[config.mk]
export PLATFORM = sky130hd
export DESIGN_NAME = mips_multicycle_control
export DESIGN_NICKNAME = d
export VERILOG_FILES = /design/src/rtl/mips_multicycle_control.sv
export SDC_FILE = /design/constraint.sdc
export NUM_CORES = 1
export LEC_CHECK = 0
export BUFFER_PORTS_ARGS = -buffer_cell sky130_fd_sc_hd__buf_2
export CORE_AREA = 5 5 90 92
export CTS_BUF_LIST = sky130_fd_sc_hd__clkbuf_4
export DETAILED_ROUTE_END_ITERATION = 16
export DIE_AREA = 0 0 95 97
export GPL_ROUTABILITY_DRIVEN = 0
export GPL_TIMING_DRIVEN = 0
export HOLD_SLACK_MARGIN = 0.02
export PLACE_DENSITY_LB_ADDON = 0.3
export SLEW_MARGIN = 20
export SYNTH_ARGS = -nofsm -noshare
export SYNTH_HDL_FRONTEND = slang
export SYNTH_SLANG_ARGS = --single-unit
[constraint.sdc]
create_clock -name clk -period 2.6 [get_ports clk]
set_input_delay 0.52 -clock clk [delete_from_list [all_inputs] [get_ports clk]]
set_output_delay 0.52 -clock clk [all_outputs]
set_load 0.01 [all_outputs]
[src/rtl/mips_multicycle_control.sv]
// Multicycle MIPS control unit: Moore FSM for lw, sw, R-type, beq, j and addi.
// Define MEM_WAIT_EN to add a mem_ready handshake that stretches FETCH, MEM_READ and MEM_WRITE.
module mips_multicycle_control #(
  parameter int COUNT_W = 32
) (
  input  logic               clk,
  input  logic               reset,
  input  logic [5:0]         opcode,
  input  logic               zero,
`ifdef MEM_WAIT_EN
  input  logic               mem_ready,
`endif
  output logic               pc_write,
  output logic               ir_write,
  output logic               i_or_d,
  output logic               mem_read,
  output logic               mem_write,
  output logic               mem_to_reg,
  output logic               reg_dst,
  output logic               reg_write,
  output logic               alu_src_a,
  output logic [1:0]         alu_src_b,
  output logic [1:0]         alu_op,
  output logic [1:0]         pc_source,
  output logic [3:0]         state,
  output logic               illegal_op,
  output logic [COUNT_W-1:0] instr_count
);

  localparam logic [5:0] OP_LW    = 6'b100011;
  localparam logic [5:0] OP_SW    = 6'b101011;
  localparam logic [5:0] OP_RTYPE = 6'b000000;
  localparam logic [5:0] OP_BEQ   = 6'b000100;
  localparam logic [5:0] OP_J     = 6'b000010;
  localparam logic [5:0] OP_ADDI  = 6'b001000;

  typedef enum logic [3:0] {
    S_FETCH     = 4'd0,
    S_DECODE    = 4'd1,
    S_MEM_ADDR  = 4'd2,
    S_MEM_READ  = 4'd3,
    S_MEM_WB    = 4'd4,
    S_MEM_WRITE = 4'd5,
    S_EXECUTE   = 4'd6,
    S_R_WB      = 4'd7,
    S_BRANCH    = 4'd8,
    S_JUMP      = 4'd9,
    S_ADDI_EX   = 4'd10,
    S_ADDI_WB   = 4'd11
  } state_t;

  state_t             state_r;
  state_t             state_next_s;
  logic               retire_s;
  logic               ready_s;
  logic [COUNT_W-1:0] count_r;

`ifdef MEM_WAIT_EN
  assign ready_s = mem_ready;
`else
  assign ready_s = 1'b1;
`endif

  // Next-state logic; retire_s marks the final cycle of every legal instruction
  always_comb begin
    state_next_s = S_FETCH;
    retire_s     = 1'b0;
    case (state_r)
      S_FETCH: begin
        if (ready_s) state_next_s = S_DECODE;
        else         state_next_s = S_FETCH;
      end
      S_DECODE: begin
        case (opcode)
          OP_LW, OP_SW: state_next_s = S_MEM_ADDR;
          OP_RTYPE:     state_next_s = S_EXECUTE;
          OP_BEQ:       state_next_s = S_BRANCH;
          OP_J:         state_next_s = S_JUMP;
          OP_ADDI:      state_next_s = S_ADDI_EX;
          default:      state_next_s = S_FETCH;
        endcase
      end
      S_MEM_ADDR: begin
        if (opcode == OP_SW) state_next_s = S_MEM_WRITE;
        else                 state_next_s = S_MEM_READ;
      end
      S_MEM_READ: begin
        if (ready_s) state_next_s = S_MEM_WB;
        else         state_next_s = S_MEM_READ;
      end
      S_MEM_WRITE: begin
        if (ready_s) begin
          state_next_s = S_FETCH;
          retire_s     = 1'b1;
        end else begin
          state_next_s = S_MEM_WRITE;
        end
      end
      S_EXECUTE: state_next_s = S_R_WB;
      S_ADDI_EX: state_next_s = S_ADDI_WB;
      S_MEM_WB, S_R_WB, S_BRANCH, S_JUMP, S_ADDI_WB: begin
        state_next_s = S_FETCH;
        retire_s     = 1'b1;
      end
      default: state_next_s = S_FETCH;
    endcase
  end

  // State register and retired-instruction counter (wraps naturally)
  always_ff @(posedge clk) begin
    if (reset) begin
      state_r <= S_FETCH;
      count_r <= {COUNT_W{1'b0}};
    end else begin
      state_r <= state_next_s;
      if (retire_s) count_r <= count_r + {{(COUNT_W-1){1'b0}}, 1'b1};
      else          count_r <= count_r;
    end
  end

  // Moore output decode; reset forces every enable low and leaves FETCH mux settings
  always_comb begin
    pc_write   = 1'b0;
    ir_write   = 1'b0;
    i_or_d     = 1'b0;
    mem_read   = 1'b0;
    mem_write  = 1'b0;
    mem_to_reg = 1'b0;
    reg_dst    = 1'b0;
    reg_write  = 1'b0;
    alu_src_a  = 1'b0;
    alu_src_b  = 2'b00;
    alu_op     = 2'b00;
    pc_source  = 2'b00;
    illegal_op = 1'b0;
    if (reset) begin
      alu_src_b = 2'b01;
    end else begin
      case (state_r)
        S_FETCH: begin
          mem_read  = 1'b1;
          ir_write  = ready_s;
          pc_write  = ready_s;
          alu_src_b = 2'b01;
        end
        S_DECODE: begin
          alu_src_b = 2'b11;
          case (opcode)
            OP_LW, OP_SW, OP_RTYPE, OP_BEQ, OP_J, OP_ADDI: illegal_op = 1'b0;
            default:                                       illegal_op = 1'b1;
          endcase
        end
        S_MEM_ADDR, S_ADDI_EX: begin
          alu_src_a = 1'b1;
          alu_src_b = 2'b10;
        end
        S_MEM_READ: begin
          mem_read = 1'b1;
          i_or_d   = 1'b1;
        end
        S_MEM_WB: begin
          reg_write  = 1'b1;
          mem_to_reg = 1'b1;
        end
        S_MEM_WRITE: begin
          mem_write = 1'b1;
          i_or_d    = 1'b1;
        end
        S_EXECUTE: begin
          alu_src_a = 1'b1;
          alu_op    = 2'b10;
        end
        S_R_WB: begin
          reg_write = 1'b1;
          reg_dst   = 1'b1;
        end
        S_BRANCH: begin
          alu_src_a = 1'b1;
          alu_op    = 2'b01;
          pc_source = 2'b01;
          pc_write  = zero;
        end
        S_JUMP: begin
          pc_source = 2'b10;
          pc_write  = 1'b1;
        end
        S_ADDI_WB: reg_write = 1'b1;
        default:   illegal_op = 1'b0;
      endcase
    end
  end

  assign state       = state_r;
  assign instr_count = count_r;

endmodule

==> out/metrics.cfg, run 1 <==
[logic_synthesis]
synth_area_um2 = 2080
synth.avg_cell_area_um2 = 8.01
synth.most_common_cell = dfxtp_1
synth_fp_nets = 270
synth.yosys.seq_area_share_pct = 34.6
yosys_warnings = 0
ys_seq_elements = 36
ys_top_cells_by_count = dfxtp_1, nor2_1, a21oi_1
yosys.area.top_type = dfxtp_1
ys_types = 41
yosys.area.top_type_share_pct = 34.6
netlist_top_cells_area = dfxtp_1, a21oi_1, nor2_1
synth-edff-count = 0
synth_cells = 260
synth-main-ff-cell = dfxtp_1
async_flop_share_pct = 0

[cts]
cts-root-buf = clkbuf_4
clk_pin_slew_ns = 0.11
cts-resized-gates = 0
cts_max_path_buffers = 2
clock_sinks = 36
postCtsHoldBufs = 0
post_cts.repair.setup_buffers = 0
clock_latency_ns = 0.34
htree_levels = 2
cts_buffers = 5
cts_tree = yes

[pwr]
p_per_area_nw_per_um2 = 358
pwr-share-comb_pct = 8.5
pwr-share-seq_pct = 60.9
ir_drop_mv = 0.112
pwr-share-clk_pct = 30.6
switching_power_uw = 237
p_int_uw = 676
leakagePower_nw = 0.992
p_sw_share_pct = 26.0
power.total_uw = 913

[hold_path]
hp-start = instr_count[31]
min_path_type = reg2reg

[sta]
fmax_mhz = 420
tns_ns = 0
final-hold-violation-count = 0
worst_pin_slew_ns = 0.547
rsz0062_at_grt = false
slew_headroom_pct = 63.5
setup_viol = 0
period_share_pct = 91.6
slew_violations = 0
hold_ws_ns = 0.497
period_minus_slack_ns = 2.38
fin_skew_ns = 0.00386

[detailed_routing]
vias = 2182
ant_nets = 0
wl_um = 5950
drt-pass1-iter-count = 5
drt_iter0_markers = 127
routedWlPerCell_um = 14.0
viasPerCell = 5.12
drcViolationCount = 0

[global_routing]
antenna_found_initial = 0
grt_pass1_wl_um = 9820
grt_max_degree = 11
grt_pass1_vias = 1991
grt.total_usage_pct = 13.0
grt.overflow.total = 0

[finish]
fillCellCount = 794
insertedDiodeCount = 0
area_delta_synth_final_pct = 22.5
drive_gt1_share_pct = 25.4
multiInputGateArea_um2 = 1250
nets = 337
regArea_um2 = 721

[floorplan]
fp.dieArea_um2 = 9220
initial_utilization_pct = 29.2
chipHeight_um = 97
core-area_um2 = 7140
die_x_um = 95
fp-row-count = 31
pin_count = 61

[job]
maxCapViolCount = 0

[setup_path]
cp-startpoint = state[2]
required_ns = 2.08
start_kind = register
end_kind = primary output
r2r_slack_ns = 0.29
critical_path_class = reg2out
r2r_start = state[0]
crit_arrival_ns = 1.86
path_max_fanout = 10

[placed_design]
portBuffers = 60
place_hpwl_um = 4470

[outcome]
outcome = completed

[power groups by stage]
stage               registers, mW  clock network, mW  logic (mW)
floorplan                   0.569                  0      0.0461
global placement            0.568                  0      0.0773
detailed placement          0.568                  0      0.0780
CTS                         0.556              0.294      0.0783
global route                0.556              0.318      0.0869
finish                      0.556              0.280      0.0777
[cells by family (layout without fill, tap and decap cells)]
logic type      count (synthesis)  after routing  synth area share, %
fa+ha+maj                       1              1                0.601
compound gates                 51             51                 15.1
simple gates                  132            132                 35.7
mux                             7              7                 3.79
xor+xnor                       11             11                 4.63
flops                          36             36                 34.6
buf+inv                        22             89                 5.53
[final timing paths]
path / to / depth (start not counted)
max: reg_write / 5
min: instr_count[31] / 2
max reg2reg: instr_count[25] / 7
min reg2reg: instr_count[31] / 2
[routing by layer]
| layer | vias up | global-route usage, % | routed length, um |
|---|---|---|---|
| met2 | 60 | 20.6 | 2740 |
| li1 | 1099 | - | - |
| met4 | 0 | 3.66 | 78 |
| met1 | 1018 | 17.2 | 2780 |
| met5 | - | 0 | 0 |
| met3 | 5 | 3.34 | 349 |
[sequential cells by signal, summed over array words and instances (netlist names)]
register and cells:
instr_count 32, state 4
[layout by cell type (no fill, tap or decap), drive strengths merged]
cell      n
o21a      2
dfxtp    36
nand4     8
nand4b    2
a31o      1
or3       7
inv       3
nor4b     3
and3b     1
a21boi    1
and4      4
xnor2     4
nand2    16
a21oi    21
o21ai     8
nand2b    2
mux2      7
nor4      8
buf      69
clkinv    2
o31ai    12
or4      13
nor2b    11
nor2     27
a211o     1
xor2      7
clkbuf   15
o2111ai   1
o211ai    1
a211oi    1
nor3     12
a31oi     1
or2       2
nand3    11
nor3b     1
ha        1
and3      4
a41o      1
[critical path, cell delays in order, from the launching register on]
cell and delay, ns:
dfxtp_1 0.47, clkbuf_1 0.39, nor4b_1 0.32, a31oi_1 0.08
nor2_1 0.12, buf_2 0.14
[through the flow]
| step | worst slack [ns] | cell area (um^2) | instances | util (%) |
|---|---|---|---|---|
| 2_1_floorplan | 0.553 | 2080 | 260 | - |
| 4_1_cts | 0.211 | 2550 | 426 | 35.7 |
| 5_1_grt | 0.0597 | 2550 | 426 | 35.7 |
| 6_report | 0.219 | 2550 | 426 | 35.7 |
| 3_5_place_dp | 0.299 | 2510 | 419 | 35.1 |
| 3_3_place_gp | 0.285 | 2510 | 419 | 35.1 |
[cell type report]
cell class / instances / area share, %
flip-flops and latches: 36 / 28.2
clock buffers: 5 / 1.47
well taps: 99 / 4.86
inverters: 3 / 0.441
multi-input cells: 202 / 48.8
repair buffers: 60 / 11.8
clock inverters: 2 / 0.294
plain buffers: 19 / 4.07
(Power assumes the default switching activity.)
==> run 2: changes to the inputs <==
CELL_PAD_IN_SITES_DETAIL_PLACEMENT = 0   (was not set)
CELL_PAD_IN_SITES_GLOBAL_PLACEMENT = 1   (was not set)
==> out/metrics.cfg, run 2 (synthesis results as in run 1) <==
[global_routing]
grt.total_usage_pct = 13.4
antenna_found_initial = 0
grt_pass1_vias = 2018
grtUsageMet1_pct = 17.8
grt_pass1_wl_um = 10100
grtUsageMet2_pct = 20.5
grt_max_degree = 12
grt.overflow.total = 0
grt_use_met3_pct = 4.27
globalRoute.busiestLayer = met2

[cts]
cts_max_path_buffers = 2
cts_tree = yes
post_cts.repair.setup_buffers = 0
clock_latency_ns = 0.35
clock_sinks = 36
clk_pin_slew_ns = 0.11
cts_buffers = 5
postCtsHoldBufs = 0
htree_levels = 2
cts-root-buf = clkbuf_4
cts-resized-gates = 0

[setup_path]
rr_endpoint = instr_count[17]
start_kind = register
path_max_fanout = 10
critical_path_class = reg2reg
end_kind = register
ff2ff_path_depth = 7
r2r_start = state[0]
crit_arrival_ns = 2.58
r2r_slack_ns = 0.23
required_ns = 2.81

[floorplan]
core-area_um2 = 7140
fp.dieArea_um2 = 9220
initial_utilization_pct = 29.2
fp-row-count = 31
chipHeight_um = 97
die_x_um = 95
pin_count = 61

[hold_path]
holdPathStages = 2
hold-path-endpoint = instr_count[31]
min_path_type = reg2reg
hp-start = instr_count[31]

[sta]
final.setup.worst_slack_ns = 0.227
period_share_pct = 91.3
period_minus_slack_ns = 2.37
slew_violations = 0
hold_ws_ns = 0.499
setup_viol = 0
worst_pin_slew_ns = 0.541
slew_headroom_pct = 63.9
final-hold-violation-count = 0
fmax_mhz = 421
tns_ns = 0
rsz0062_at_grt = false
fin_skew_ns = 0.0149

[placed_design]
place_hpwl_um = 4540
dp.cells = 419
placed_cell_area_um2 = 2510
portBuffers = 60
place_ws_ns = 0.201

[finish]
insertedDiodeCount = 0
nets = 339
fin_area_um2 = 2600
fin_cells = 429
final_core_util_pct = 36.4
area_delta_synth_final_pct = 24.9
drive_gt1_share_pct = 26.7
layout_common_cells = buf_2, dfxtp_1, nor2_1, a21oi_1, nand2_1
final_common_cell = buf_2
largest_reg_flops = 32
fillCellCount = 810

[pwr]
power.total_mw = 1.04
ir_drop_mv = 0.177
p_per_area_nw_per_um2 = 400
leakagePower_nw = 1.02

[detailed_routing]
wl_um = 6100
drt_iter0_markers = 118
drcViolationCount = 0
routedWlPerCell_um = 14.2
drt-pass1-iter-count = 4
ant_nets = 0
viasPerCell = 5.10
vias = 2188

[job]
maxCapViolCount = 0

[outcome]
outcome = completed

## run 2: cell types whose count changed in the layout (fill, tap and decap cells not counted), sizes merged
cell	previous run	this run
buf	69	71
bufinv	0	1
clkbuf	15	16
clkinv	2	1
## run 2: per-layer routing
metal	wire, um	up-vias
met4	83	0
met1	2870	1020
li1	-	1103
met5	0	-
met3	401	8
met2	2750	57
## run 2: where the power goes
part	total [mW]	switching (mW)	internal (mW)
combinational	0.0787	0.0508	0.0279
clock	0.407	0.195	0.212
sequential	0.556	0.00254	0.553
total	1.04	0.248	0.793
## run 2: critical path, stage by stage, from the launching register on
cell and delay (ns):
dfxtp_1 0.41, buf_2 0.24, nand2b_1 0.35, nand4b_1 0.25, clkbuf_1 0.29, clkbuf_1 0.30
o31ai_1 0.30, a21oi_1 0.09
## run 2: how the worst max path moves through the flow
| stage | startpoint | end | slack, ns | cells past startpoint |
|---|---|---|---|---|
| after global routing | state[0] | instr_count[29] | 0.004 | 7 |
| after global placement | state[0] | instr_count[25] | 0.19 | 7 |
| final | state[0] | instr_count[17] | 0.23 | 7 |
| after floorplan | instr_count[8] | instr_count[28] | 0.55 | 5 |
| after CTS | state[0] | instr_count[17] | 0.18 | 7 |
| after detailed placement | state[0] | instr_count[17] | 0.20 | 7 |
## run 2: final cells by class
| type | count | area (um^2) | share of cell area [%] |
|---|---|---|---|
| plain buffers | 19 | 104 | 3.99 |
| clock buffers | 6 | 45.0 | 1.73 |
| clock inverters | 2 | 35.0 | 1.35 |
| inverters | 3 | 11.3 | 0.433 |
| multi-input cells | 202 | 1250 | 47.9 |
| flip-flops and latches | 36 | 721 | 27.7 |
| well taps | 99 | 124 | 4.76 |
| repair buffers | 62 | 315 | 12.1 |
